`src/rtl/alu_issue_ctrl_pkg.sv`:
```
// ISA constants and decode helpers shared by the ALU issue controller.
// Opcode/ext tables follow the 16-bit two-operand instruction format.
package alu_isa_pkg;

  localparam int ISA_WIDTH   = 16;
  localparam int ISA_CTL_LEN = 8;
  localparam int ISA_RADDR   = 4;

  typedef enum logic [3:0] {
    OP_RTYPE = 4'b0000, OP_ANDI  = 4'b0001, OP_ORI   = 4'b0010, OP_XORI  = 4'b0011,
    OP_RSVD4 = 4'b0100, OP_ADDI  = 4'b0101, OP_ADDUI = 4'b0110, OP_ADDCI = 4'b0111,
    OP_SHIFT = 4'b1000, OP_SUBI  = 4'b1001, OP_RSVDA = 4'b1010, OP_CMPI  = 4'b1011,
    OP_BCOND = 4'b1100, OP_MOVI  = 4'b1101, OP_RSVDE = 4'b1110, OP_LUI   = 4'b1111
  } op_e;

  localparam logic [3:0] EXT_AND  = 4'b0001, EXT_OR   = 4'b0010, EXT_XOR  = 4'b0011;
  localparam logic [3:0] EXT_ADD  = 4'b0101, EXT_ADDU = 4'b0110, EXT_ADDC = 4'b0111;
  localparam logic [3:0] EXT_SUB  = 4'b1001, EXT_SUBC = 4'b1010, EXT_CMP  = 4'b1011;
  localparam logic [3:0] EXT_MOV  = 4'b1101, EXT_MUL  = 4'b1110;

  localparam logic [3:0] EXT_LSHI_L  = 4'b0000, EXT_LSHI_R  = 4'b0001;
  localparam logic [3:0] EXT_ASHUI_L = 4'b0010, EXT_ASHUI_R = 4'b0011;
  localparam logic [3:0] EXT_LSH     = 4'b0100, EXT_ASHU    = 4'b0110;

  typedef enum logic [3:0] {
    C_EQ = 4'd0, C_NE = 4'd1, C_CS = 4'd2,  C_CC = 4'd3,  C_HI = 4'd4,  C_LS = 4'd5,
    C_GT = 4'd6, C_LE = 4'd7, C_FS = 4'd8,  C_FC = 4'd9,  C_LO = 4'd10, C_HS = 4'd11,
    C_LT = 4'd12, C_GE = 4'd13, C_UC = 4'd14, C_NV = 4'd15
  } cond_e;

  localparam int PSR_C = 0, PSR_L = 1, PSR_F = 2, PSR_Z = 3, PSR_N = 4;

  typedef enum logic [1:0] {S_IDLE, S_READ, S_EXEC, S_WB} state_e;

  function automatic logic is_legal(input logic [ISA_WIDTH-1:0] ins);
    logic [3:0] ext;
    ext = ins[7:4];
    case (op_e'(ins[15:12]))
      OP_RTYPE: return ext inside {EXT_ADD, EXT_ADDU, EXT_ADDC, EXT_MUL, EXT_SUB, EXT_SUBC,
                                   EXT_CMP, EXT_AND, EXT_OR, EXT_XOR, EXT_MOV};
      OP_SHIFT: return ext inside {EXT_LSHI_L, EXT_LSHI_R, EXT_ASHUI_L, EXT_ASHUI_R,
                                   EXT_LSH, EXT_ASHU};
      OP_RSVD4, OP_RSVDA, OP_RSVDE: return 1'b0;
      default: return 1'b1;
    endcase
  endfunction

  function automatic logic sets_psr(input logic [ISA_WIDTH-1:0] ins);
    op_e op;
    op = op_e'(ins[15:12]);
    if (op == OP_RTYPE)
      return ins[7:4] inside {EXT_ADD, EXT_ADDU, EXT_ADDC, EXT_MUL, EXT_SUB, EXT_SUBC, EXT_CMP};
    return op inside {OP_ADDI, OP_ADDUI, OP_SUBI, OP_CMPI};
  endfunction

  function automatic logic writes_rf(input logic [ISA_WIDTH-1:0] ins);
    op_e op;
    op = op_e'(ins[15:12]);
    if (!is_legal(ins) || op == OP_BCOND || op == OP_CMPI) return 1'b0;
    return !(op == OP_RTYPE && ins[7:4] == EXT_CMP);
  endfunction

  function automatic logic [ISA_CTL_LEN-1:0] alu_ctl_of(input logic [ISA_WIDTH-1:0] ins);
    if (!is_legal(ins)) return '0;
    case (op_e'(ins[15:12]))
      OP_RTYPE, OP_SHIFT: return {ins[15:12], ins[7:4]};
      OP_BCOND:           return '0;
      default:            return {ins[15:12], 4'b0000};
    endcase
  endfunction

  function automatic logic [ISA_WIDTH-1:0] alu_src_of(input logic [ISA_WIDTH-1:0] ins,
                                                      input logic [ISA_WIDTH-1:0] rsrc);
    if (!is_legal(ins)) return '0;
    case (op_e'(ins[15:12]))
      OP_RTYPE: return rsrc;
      OP_SHIFT: return (ins[7:4] inside {EXT_LSH, EXT_ASHU}) ? rsrc : {12'h000, ins[3:0]};
      OP_ADDI, OP_SUBI, OP_CMPI, OP_ADDCI: return {{8{ins[7]}}, ins[7:0]};
      OP_ANDI, OP_ORI, OP_XORI, OP_ADDUI, OP_MOVI, OP_LUI: return {8'h00, ins[7:0]};
      default: return '0;
    endcase
  endfunction

endpackage

```
`src/rtl/alu_issue_ctrl_if.sv`:
```
// Bundle between the issue controller and its instruction source, register file and ALU.
// slave = controller side, master = environment side.
interface alu_issue_if
  import alu_isa_pkg::*;
#(
  parameter int WIDTH   = ISA_WIDTH,
  parameter int CTL_LEN = ISA_CTL_LEN,
  parameter int RADDR   = ISA_RADDR
);
  logic               instr_valid;
  logic               instr_ready;
  logic [WIDTH-1:0]   instr;
  logic [RADDR-1:0]   rf_raddr_src;
  logic [RADDR-1:0]   rf_raddr_dst;
  logic [WIDTH-1:0]   rf_rdata_src;
  logic [WIDTH-1:0]   rf_rdata_dst;
  logic [CTL_LEN-1:0] alu_ctl;
  logic [WIDTH-1:0]   alu_src;
  logic [WIDTH-1:0]   alu_dst;
  logic [WIDTH-1:0]   alu_result;
  logic [4:0]         alu_flags;
  logic               rf_we;
  logic [RADDR-1:0]   rf_waddr;
  logic [WIDTH-1:0]   rf_wdata;
  logic [4:0]         psr;
  logic               branch_valid;
  logic               branch_taken;
  logic [WIDTH-1:0]   branch_disp;
  logic               illegal;

  modport slave (
    input  instr_valid, instr, rf_rdata_src, rf_rdata_dst, alu_result, alu_flags,
    output instr_ready, rf_raddr_src, rf_raddr_dst, alu_ctl, alu_src, alu_dst,
           rf_we, rf_waddr, rf_wdata, psr, branch_valid, branch_taken, branch_disp, illegal
  );

  modport master (
    output instr_valid, instr, rf_rdata_src, rf_rdata_dst, alu_result, alu_flags,
    input  instr_ready, rf_raddr_src, rf_raddr_dst, alu_ctl, alu_src, alu_dst,
           rf_we, rf_waddr, rf_wdata, psr, branch_valid, branch_taken, branch_disp, illegal
  );
endinterface

```
`src/rtl/alu_cond_eval.sv`:
```
// Branch condition evaluation of a 4-bit condition code against the PSR {N,Z,F,L,C}.
module alu_cond_eval
  import alu_isa_pkg::*;
(
  input  logic [3:0] cond,
  input  logic [4:0] psr,
  output logic       taken
);
  logic n, z, f, l, c;

  assign n = psr[PSR_N];
  assign z = psr[PSR_Z];
  assign f = psr[PSR_F];
  assign l = psr[PSR_L];
  assign c = psr[PSR_C];

  always_comb begin
    taken = 1'b0;
    case (cond_e'(cond))
      C_EQ: taken = z;
      C_NE: taken = !z;
      C_CS: taken = c;
      C_CC: taken = !c;
      C_HI: taken = l;
      C_LS: taken = !l;
      C_GT: taken = n;
      C_LE: taken = !n;
      C_FS: taken = f;
      C_FC: taken = !f;
      C_LO: taken = !l && !z;
      C_HS: taken = l || z;
      C_LT: taken = !n && !z;
      C_GE: taken = n || z;
      C_UC: taken = 1'b1;
      default: taken = 1'b0;
    endcase
  end
endmodule

```
`src/rtl/alu_issue_ctrl.sv`:
```
// Four-cycle issue controller: accepts one instruction, reads the register file,
// drives the ALU, then writes back result/PSR or resolves a branch.
//   state  | meaning
//   S_IDLE | ready for an instruction word
//   S_READ | register-file addresses presented
//   S_EXEC | ALU driven, result and flags captured at the end
//   S_WB   | writeback / branch / illegal pulses
module alu_issue_ctrl
  import alu_isa_pkg::*;
#(
  parameter int WIDTH   = ISA_WIDTH,
  parameter int CTL_LEN = ISA_CTL_LEN,
  parameter int RADDR   = ISA_RADDR
) (
  input logic        clk,
  input logic        reset,
  alu_issue_if.slave bus
);
  state_e             state_q, state_d;
  logic [WIDTH-1:0]   instr_q, result_q;
  logic [4:0]         psr_q;
  logic [CTL_LEN-1:0] ctl_w;
  logic               accept, legal, is_branch, cond_taken;

  assign accept    = bus.instr_valid && (state_q == S_IDLE);
  assign legal     = is_legal(instr_q);
  assign is_branch = (instr_q[15:12] == OP_BCOND);
  assign ctl_w     = alu_ctl_of(instr_q);
  assign bus.psr   = psr_q;

  alu_cond_eval u_cond (
    .cond  (instr_q[11:8]),
    .psr   (psr_q),
    .taken (cond_taken)
  );

  // PSR is loaded on the EXEC->WB edge so it is already visible throughout WB.
  always_ff @(posedge clk) begin
    if (reset) begin
      state_q  <= S_IDLE;
      instr_q  <= '0;
      result_q <= '0;
      psr_q    <= '0;
    end else begin
      state_q <= state_d;
      if (accept) instr_q <= bus.instr;
      if (state_q == S_EXEC) begin
        result_q <= bus.alu_result;
        if (sets_psr(instr_q)) psr_q <= bus.alu_flags;
      end
    end
  end

  always_comb begin
    state_d          = state_q;
    bus.instr_ready  = 1'b0;
    bus.rf_raddr_dst = instr_q[8 +: RADDR];
    bus.rf_raddr_src = instr_q[0 +: RADDR];
    bus.alu_ctl      = '0;
    bus.alu_src      = '0;
    bus.alu_dst      = '0;
    bus.rf_we        = 1'b0;
    bus.rf_waddr     = '0;
    bus.rf_wdata     = '0;
    bus.branch_valid = 1'b0;
    bus.branch_taken = 1'b0;
    bus.branch_disp  = '0;
    bus.illegal      = 1'b0;
    case (state_q)
      S_IDLE: begin
        bus.instr_ready = 1'b1;
        if (bus.instr_valid) state_d = S_READ;
      end
      S_READ: state_d = S_EXEC;
      S_EXEC: begin
        state_d     = S_WB;
        bus.alu_ctl = ctl_w;
        bus.alu_src = alu_src_of(instr_q, bus.rf_rdata_src);
        bus.alu_dst = bus.rf_rdata_dst;
      end
      S_WB: begin
        state_d          = S_IDLE;
        bus.rf_we        = writes_rf(instr_q);
        bus.rf_waddr     = instr_q[8 +: RADDR];
        bus.rf_wdata     = result_q;
        bus.branch_valid = is_branch;
        bus.branch_taken = is_branch && cond_taken;
        bus.branch_disp  = is_branch ? {{(WIDTH-8){instr_q[7]}}, instr_q[7:0]} : '0;
        bus.illegal      = !legal;
      end
      default: state_d = S_IDLE;
    endcase
  end
endmodule

```
`src/flat_wrapper.sv`:
```
// flat-port wrapper written by rule: the top's interface ports become plain ports
module alu_issue_ctrl_flat import alu_isa_pkg::*;
#(
  parameter int WIDTH   = ISA_WIDTH,
  parameter int CTL_LEN = ISA_CTL_LEN,
  parameter int RADDR   = ISA_RADDR
)
  (clk, reset, bus_instr_valid, bus_instr, bus_rf_rdata_src, bus_rf_rdata_dst, bus_alu_result, bus_alu_flags, bus_instr_ready, bus_rf_raddr_src, bus_rf_raddr_dst, bus_alu_ctl, bus_alu_src, bus_alu_dst, bus_rf_we, bus_rf_waddr, bus_rf_wdata, bus_psr, bus_branch_valid, bus_branch_taken, bus_branch_disp, bus_illegal);
  alu_issue_if #(.WIDTH(WIDTH), .CTL_LEN(CTL_LEN), .RADDR(RADDR)) bus_i ();
  input logic clk;
  input logic reset;
  input wire logic [$bits(bus_i.instr_valid)-1:0] bus_instr_valid;
  input wire logic [$bits(bus_i.instr)-1:0] bus_instr;
  input wire logic [$bits(bus_i.rf_rdata_src)-1:0] bus_rf_rdata_src;
  input wire logic [$bits(bus_i.rf_rdata_dst)-1:0] bus_rf_rdata_dst;
  input wire logic [$bits(bus_i.alu_result)-1:0] bus_alu_result;
  input wire logic [$bits(bus_i.alu_flags)-1:0] bus_alu_flags;
  output wire logic [$bits(bus_i.instr_ready)-1:0] bus_instr_ready;
  output wire logic [$bits(bus_i.rf_raddr_src)-1:0] bus_rf_raddr_src;
  output wire logic [$bits(bus_i.rf_raddr_dst)-1:0] bus_rf_raddr_dst;
  output wire logic [$bits(bus_i.alu_ctl)-1:0] bus_alu_ctl;
  output wire logic [$bits(bus_i.alu_src)-1:0] bus_alu_src;
  output wire logic [$bits(bus_i.alu_dst)-1:0] bus_alu_dst;
  output wire logic [$bits(bus_i.rf_we)-1:0] bus_rf_we;
  output wire logic [$bits(bus_i.rf_waddr)-1:0] bus_rf_waddr;
  output wire logic [$bits(bus_i.rf_wdata)-1:0] bus_rf_wdata;
  output wire logic [$bits(bus_i.psr)-1:0] bus_psr;
  output wire logic [$bits(bus_i.branch_valid)-1:0] bus_branch_valid;
  output wire logic [$bits(bus_i.branch_taken)-1:0] bus_branch_taken;
  output wire logic [$bits(bus_i.branch_disp)-1:0] bus_branch_disp;
  output wire logic [$bits(bus_i.illegal)-1:0] bus_illegal;
  assign bus_i.instr_valid = bus_instr_valid;
  assign bus_i.instr = bus_instr;
  assign bus_i.rf_rdata_src = bus_rf_rdata_src;
  assign bus_i.rf_rdata_dst = bus_rf_rdata_dst;
  assign bus_i.alu_result = bus_alu_result;
  assign bus_i.alu_flags = bus_alu_flags;
  assign bus_instr_ready = bus_i.instr_ready;
  assign bus_rf_raddr_src = bus_i.rf_raddr_src;
  assign bus_rf_raddr_dst = bus_i.rf_raddr_dst;
  assign bus_alu_ctl = bus_i.alu_ctl;
  assign bus_alu_src = bus_i.alu_src;
  assign bus_alu_dst = bus_i.alu_dst;
  assign bus_rf_we = bus_i.rf_we;
  assign bus_rf_waddr = bus_i.rf_waddr;
  assign bus_rf_wdata = bus_i.rf_wdata;
  assign bus_psr = bus_i.psr;
  assign bus_branch_valid = bus_i.branch_valid;
  assign bus_branch_taken = bus_i.branch_taken;
  assign bus_branch_disp = bus_i.branch_disp;
  assign bus_illegal = bus_i.illegal;
  alu_issue_ctrl #(.WIDTH(WIDTH), .CTL_LEN(CTL_LEN), .RADDR(RADDR)) u_core (.clk(clk), .reset(reset), .bus(bus_i));
endmodule
```
`config.mk`:
```
export PLATFORM = sky130hd
export DESIGN_NAME = alu_issue_ctrl_flat
export DESIGN_NICKNAME = d
export VERILOG_FILES = /design/src/rtl/alu_issue_ctrl_pkg.sv /design/src/rtl/alu_issue_ctrl_if.sv /design/src/rtl/alu_cond_eval.sv /design/src/rtl/alu_issue_ctrl.sv /design/src/flat_wrapper.sv
export SDC_FILE = /design/constraint.sdc
export NUM_CORES = 1
export LEC_CHECK = 0
export CAP_MARGIN = 20
export CORE_UTILIZATION = 33
export DETAILED_ROUTE_END_ITERATION = 10
export GPL_TIMING_DRIVEN = 0
export HOLD_SLACK_MARGIN = 0.05
export PLACE_DENSITY_LB_ADDON = 0.08
export SLEW_MARGIN = 30
export SYNTH_ARGS = -nofsm -noshare
export SYNTH_HDL_FRONTEND = slang
export SYNTH_SLANG_ARGS = --single-unit
```
`constraint.sdc`:
```
create_clock -name clk -period 1.8 [get_ports clk]
set_input_delay 0.54 -clock clk [delete_from_list [all_inputs] [get_ports clk]]
set_output_delay 0.54 -clock clk [all_outputs]
set_load 0.005 [all_outputs]
```
==> results of run 1 <==
## path summary, 6_finish.rpt
kind / cells past startpoint / start / slack [ns] / to
worst min register to register: 2 / u_core.result_q[7] / 0.50 / u_core.result_q[7]
worst min-delay path: 2 / u_core.result_q[7] / 0.50 / u_core.result_q[7]
worst max register to register: 8 / u_core.instr_q[14] / 0.04 / u_core.bus.psr[1]
worst max-delay path: 8 / u_core.instr_q[5] / -0.67 / bus_alu_src[8]
## final cells by class
| cell class | instances | area, sq um | area share (%) |
|---|---|---|---|
| Inverter | 6 | 22.5 | 0.391 |
| Sequential cell | 39 | 843 | 14.7 |
| Tap cell | 99 | 124 | 2.15 |
| Buffer | 32 | 328 | 5.70 |
| Timing Repair Buffer | 239 | 2350 | 40.9 |
| Clock buffer | 6 | 82.6 | 1.44 |
| Clock inverter | 1 | 5.00 | 0.0870 |
| Multi-Input combinational cell | 258 | 1990 | 34.7 |
## worst max-delay path: cells and delay by family, from the launching register on
kind | cells | cell delay (ns)
buf+inv | 3 | 0.41
flops | 1 | 0.40
compound gates | 4 | 0.76
simple gates | 1 | 0.08
## cell usage in the layout (no fill, tap or decap), types with 3 or more instances in the layout
master / instances
clkdlybuf4s50_1: 77
nand3_1: 3
buf_12: 6
dfxtp_4: 14
inv_1: 4
clkbuf_1: 4
a21oi_2: 6
dfxtp_2: 8
nand2_1: 40
dfxtp_1: 17
and2_1: 3
and2_4: 47
nand2_2: 8
dlymetal6s2s_1: 4
nand2b_1: 4
ha_4: 3
nor2_1: 34
nor3_1: 4
buf_6: 97
buf_2: 25
a21oi_1: 22
clkbuf_8: 10
buf_8: 8
a22oi_2: 8
buf_4: 38
nor2_4: 4
mux2i_1: 23
clkbuf_2: 6
## flip-flops by register name (all words and copies together), names as in the netlist
name             count
u_core.bus.psr       5
u_core.instr_q      16
u_core.result_q     16
u_core.state_q       2
## logic make-up (layout without fill, tap and decap cells)
group	Yosys count	count (layout)	share of synthesized area (%)
adders and majority gates	3	3	1.45
DFF	39	39	30.1
muxes	23	23	8.87
AOI/OAI and AO/OA	58	58	15.2
buffers and inverters	47	284	9.88
and+or+nand+nor	173	174	34.5
## per-stage QoR
| stage | util (%) | setup slack [ns] | TNS [ns] | instances |
|---|---|---|---|---|
| floorplan | - | -0.0704 | -0.745 | 343 |
| global placement | 60.6 | -0.710 | -46.17 | 606 |
| detailed placement | 60.6 | -0.734 | -47.53 | 606 |
| CTS | 72.4 | -0.695 | -33.81 | 672 |
| global route | 77.7 | -0.737 | -34.41 | 680 |
| finish | 77.7 | -0.671 | -30.35 | 680 |
## layer usage
layer  GRT usage (%)  up-vias  part of all wire, %
met2            46.3      133                   54
met1            28.6     1600                   39
met4            6.99        0                  1.5
met3            4.29       14                  5.6
li1                -     1617                    -
met5               0        -                    0
## timing repair
action                                  in CTS  in global routing
cloned                                       5                  0
gates resized for setup                    476                110
endpoints found under the setup margin     100                105
buffers inserted                            58                 22
pin swaps                                   44                 43
endpoints found under the hold margin        0                  0
## power groups by stage
stage | Clock, mW | Sequential, mW | Combinational (mW)
floorplan | 0 | 1.15 | 1.34
global placement | 0 | 1.19 | 2.08
detailed placement | 0 | 1.20 | 2.12
CTS | 0.618 | 1.22 | 3.07
global route | 0.647 | 1.27 | 3.64
finish | 0.604 | 1.25 | 3.41
==> impl_metrics.ini, run 1 <==
[layout]
layout-drive-gt1-share_pct = 54.6
diodes = 0
nets = 656
fillers = 523
final_area_sq_um = 5750
area_growth_syn_to_layout_pct = 122

[power_and_ir_drop]
leakagePower_nw = 2.55
powerDensity_nw_per_um2 = 914
power_frac_clock_pct = 11.5
pwr-share-comb_pct = 64.8
p_total_mw = 5.26
seq_power_share_pct = 23.7
ir_drop_mv = 0.540
swShare_pct = 37.4
internal_power_mw = 3.29
p_switching_mw = 1.97

[cts]
cts_made_buffers = 5
clk_pin_slew_worst_paths_ns = 0.08
cts_buffer_depth = 2
clk_latency_ns = 0.29
cts_tree = built
h-tree-depth = 2
clock_sinks = 39
ctsHoldBuffers = 0
root_buffer = clkbuf_8

[global_routing]
grt_pass1_wl_mm = 16.5
track_usage_pct = 24.8
antenna_found_initial = 0
grt.overflow.total = 0
grt_pass1_vias = 3347
grt_max_degree = 17

[logic_synthesis]
synth_edf_count = 0
yosysUniqueCellTypes = 45
ys_ff_latch = 39
synthCells = 343
synthTopCellsByCount = 50 x and2_1, 48 x nand2_1, 40 x nor2_1
ys_seq_area_share_pct = 30.1
synth_top_area_share_pct = 30.1
synthFlopType = dfxtp_1
synth_area_sq_um = 2590
synth_nets = 418
synth_largest_area_cell = dfxtp_1
ys.warnings.count = 0
yosysMostFrequentCell = and2_1
yosys-top-cells-area = dfxtp_1 30%, and2_1 12%, mux2i_1 8.9%, nand2_1 6.9%, nor2_1 5.8%
synth.avg_cell_area_sq_um = 7.57
async_flop_share_pct = 0

[sta]
hold_viol = 0
fin_ws_ns = -0.671
drv_slew = 0
setup_viol = 80
clock.fmax_mhz = 405
whs_ns = 0.502
fin_crit_ns = 2.47
rsz0062_at_grt = yes
slew_headroom_pct = 66.2
skew_ns = 0.00784
fin_crit_sh_pct = 137
worstMarginPinSlew_ns = 0.507

[drt]
via_per_inst = 4.95
detail-route-antenna-nets = 0
firstDrtPassIters = 4
remaining_drc_errors = 0
wl_per_cell_um = 16.1
drt-total-wl_mm = 11.0
dr_total_vias = 3364
drt-initial-drc-count = 156

[placed_design]
port_buffers = 164
dpl.hpwl_mm = 6.36
post_dp_cell_area_sq_um = 4490
gp_congestion = 0.829

[worst_setup_path]
start_kind = flip-flop
crit_path_end_kind = primary output
cp_slowest_cell = dfxtp_2
slowest_delay_ns = 0.40
crit_chain = a21o_1 > a32oi_2 > a21o_1 > nand2_2 > buf_4 > buf_4 > a21oi_1 > buf_2
criticalPathCategory = reg -> out
crit_arrival_ns = 1.93
cp.required_ns = 1.26
crit_fanout = 7

[floorplan]
boundaryPins = 166
dieHeight_um = 90.7
core.rowCount = 31
dieArea_sq_um = 8220
coreArea_sq_um = 7410
start_util_pct = 35.0
die_x_um = 90.7

[outcome]
outcome = finished with violations
violations = setup timing

[flow_run]
cap_violations = 0

[worst_hold_path]
min-delay-path-class = reg -> reg
No activity file was read; power rests on OpenSTA's default activity.
==> inputs of run 2 (changes only) <==
--- a/config.mk
+++ b/config.mk
@@ -8,7 +8,6 @@
 export CAP_MARGIN = 20
 export CORE_UTILIZATION = 33
 export DETAILED_ROUTE_END_ITERATION = 10
-export GPL_TIMING_DRIVEN = 0
 export HOLD_SLACK_MARGIN = 0.05
 export PLACE_DENSITY_LB_ADDON = 0.08
 export SLEW_MARGIN = 30
==> run 2 against run 1 <==
Net effect:
- the flow still finishes with violations (setup timing)
- critical endpoint is now bus_rf_we
- die area unchanged
- critical path type unchanged
- largest cell class unchanged
- utilization up 1.9 points
- clock power up 8.9%
==> impl_metrics.ini, run 2 (same netlist as run 1, synthesis figures left out) <==
[global_routing]
track_usage_pct = 24.3
grt_pass1_wl_mm = 16.4
grt_pass1_vias = 3337
grt_max_degree = 40
antenna_found_initial = 0
grt.overflow.total = 0

[worst_setup_path]
crit_arrival_ns = 1.89
crit_path_end_kind = primary output
crit_fanout = 4
cp.required_ns = 1.26
start_kind = flip-flop
criticalPathCategory = reg -> out
rrSetupSlack_ns = 0

[layout]
area_growth_syn_to_layout_pct = 127
nets = 669
layout-drive-gt1-share_pct = 56.1
layout_common_cells = 97 x buf_6, 77 x clkdlybuf4s50_1, 65 x buf_4
final_common_cell = buf_6
fillers = 507
diodes = 0

[floorplan]
dieHeight_um = 90.7
boundaryPins = 166
coreArea_sq_um = 7410
die_x_um = 90.7
core.rowCount = 31
dieArea_sq_um = 8220
start_util_pct = 35.0

[cts]
clk_pin_slew_worst_paths_ns = 0.08
cts_buffer_depth = 2
clock_sinks = 39
h-tree-depth = 2
clk_latency_ns = 0.29
cts_tree = built
root_buffer = clkbuf_8
ctsHoldBuffers = 0
cts_made_buffers = 5

[power_and_ir_drop]
leakagePower_nw = 2.63
seq_power_share_pct = 23.0
p_switching_mw = 1.98
pwr-share-comb_pct = 64.9
p_total_mw = 5.43
internal_power_mw = 3.45
swShare_pct = 36.4
power_frac_clock_pct = 12.1
powerDensity_nw_per_um2 = 921
ir_drop_mv = 0.567

[drt]
wl_per_cell_um = 15.0
remaining_drc_errors = 0
dr_total_vias = 3317
firstDrtPassIters = 4
drt-total-wl_mm = 10.4
via_per_inst = 4.78
drt-initial-drc-count = 161
detail-route-antenna-nets = 0

[sta]
setup_viol = 81
fin_crit_sh_pct = 135
tns_ns = -27.02
rsz0062_at_grt = yes
clock.fmax_mhz = 411
fin_ws_ns = -0.631
worstMarginPinSlew_ns = 0.370
drv_slew = 0
slew_headroom_pct = 74.7
fin_crit_ns = 2.43
hold_viol = 0
skew_ns = 0.00544

[placed_design]
port_buffers = 165
gp_congestion = 0.848
place_ws_ns = -0.563
dpl.hpwl_mm = 6.48

[flow_run]
cap_violations = 0

[outcome]
outcome = finished with violations
violations = setup timing

[worst_hold_path]
min-delay-path-class = reg -> reg
-- run 2: power by group through the flow --
| stage | logic (mW) | registers (mW) | clock network, mW |
|---|---|---|---|
| after floorplan | 1.34 | 1.15 | 0 |
| after global placement | 2.36 | 1.20 | 0 |
| after detailed placement | 2.40 | 1.21 | 0 |
| after CTS | 3.15 | 1.23 | 0.672 |
| after global routing | 3.78 | 1.27 | 0.720 |
| final | 3.53 | 1.25 | 0.658 |
-- run 2: per-stage QoR --
stage | utilization, % | hold slack (ns) | instance area, sq um | cells
global placement | 63.9 | 0.465 | 4730 | 626
CTS | 73.4 | 0.498 | 5440 | 681
detailed placement | 63.9 | 0.476 | 4730 | 626
global route | 79.5 | 0.514 | 5890 | 694
finish | 79.5 | 0.495 | 5890 | 694
floorplan | - | 0.452 | 2730 | 343
-- run 2: critical path, cell delays in order (launching register included) --
cell and delay, ns:
dfxtp_4 0.36, buf_6 0.10, buf_6 0.09, buf_6 0.10, nand2_4 0.05, nor3_2 0.22
a32oi_2 0.15, o311ai_2 0.30, nor2_1 0.09, buf_2 0.14
-- run 2: repair_timing --
action | in CTS | in global routing
buffers inserted | 40 | 24
gates cloned | 7 | 0
setup endpoints to repair | 89 | 90
pin swaps | 37 | 41
endpoints found under the hold margin | 0 | 0
gates resized for setup | 467 | 107
-- run 2: cell type report --
type	instances	area (sq um)	area share [%]
Clock buffer	7	96.3	1.64
Clock inverter	1	7.51	0.127
Inverter	6	27.5	0.467
Multi-Input combinational cell	258	2000	33.9
Sequential cell	39	840	14.2
Tap cell	99	124	2.10
Timing Repair Buffer	284	2800	47.5
-- run 2: layer usage --
layer	share of wire (%)	vias up	track usage, %
met1	40	1545	28.3
li1	-	1645	-
met4	2.0	0	6.18
met3	4.9	16	3.62
met2	53	111	46.0
met5	0	-	0
-- run 2: final timing paths --
check / cells past startpoint / to / startpoint
worst max-delay path: 9 / bus_rf_we / u_core.instr_q[7]
worst max register to register: 8 / u_core.bus.psr[4] / u_core.instr_q[14]
worst min register to register: 2 / u_core.result_q[7] / u_core.result_q[7]
worst min-delay path: 2 / u_core.result_q[7] / u_core.result_q[7]
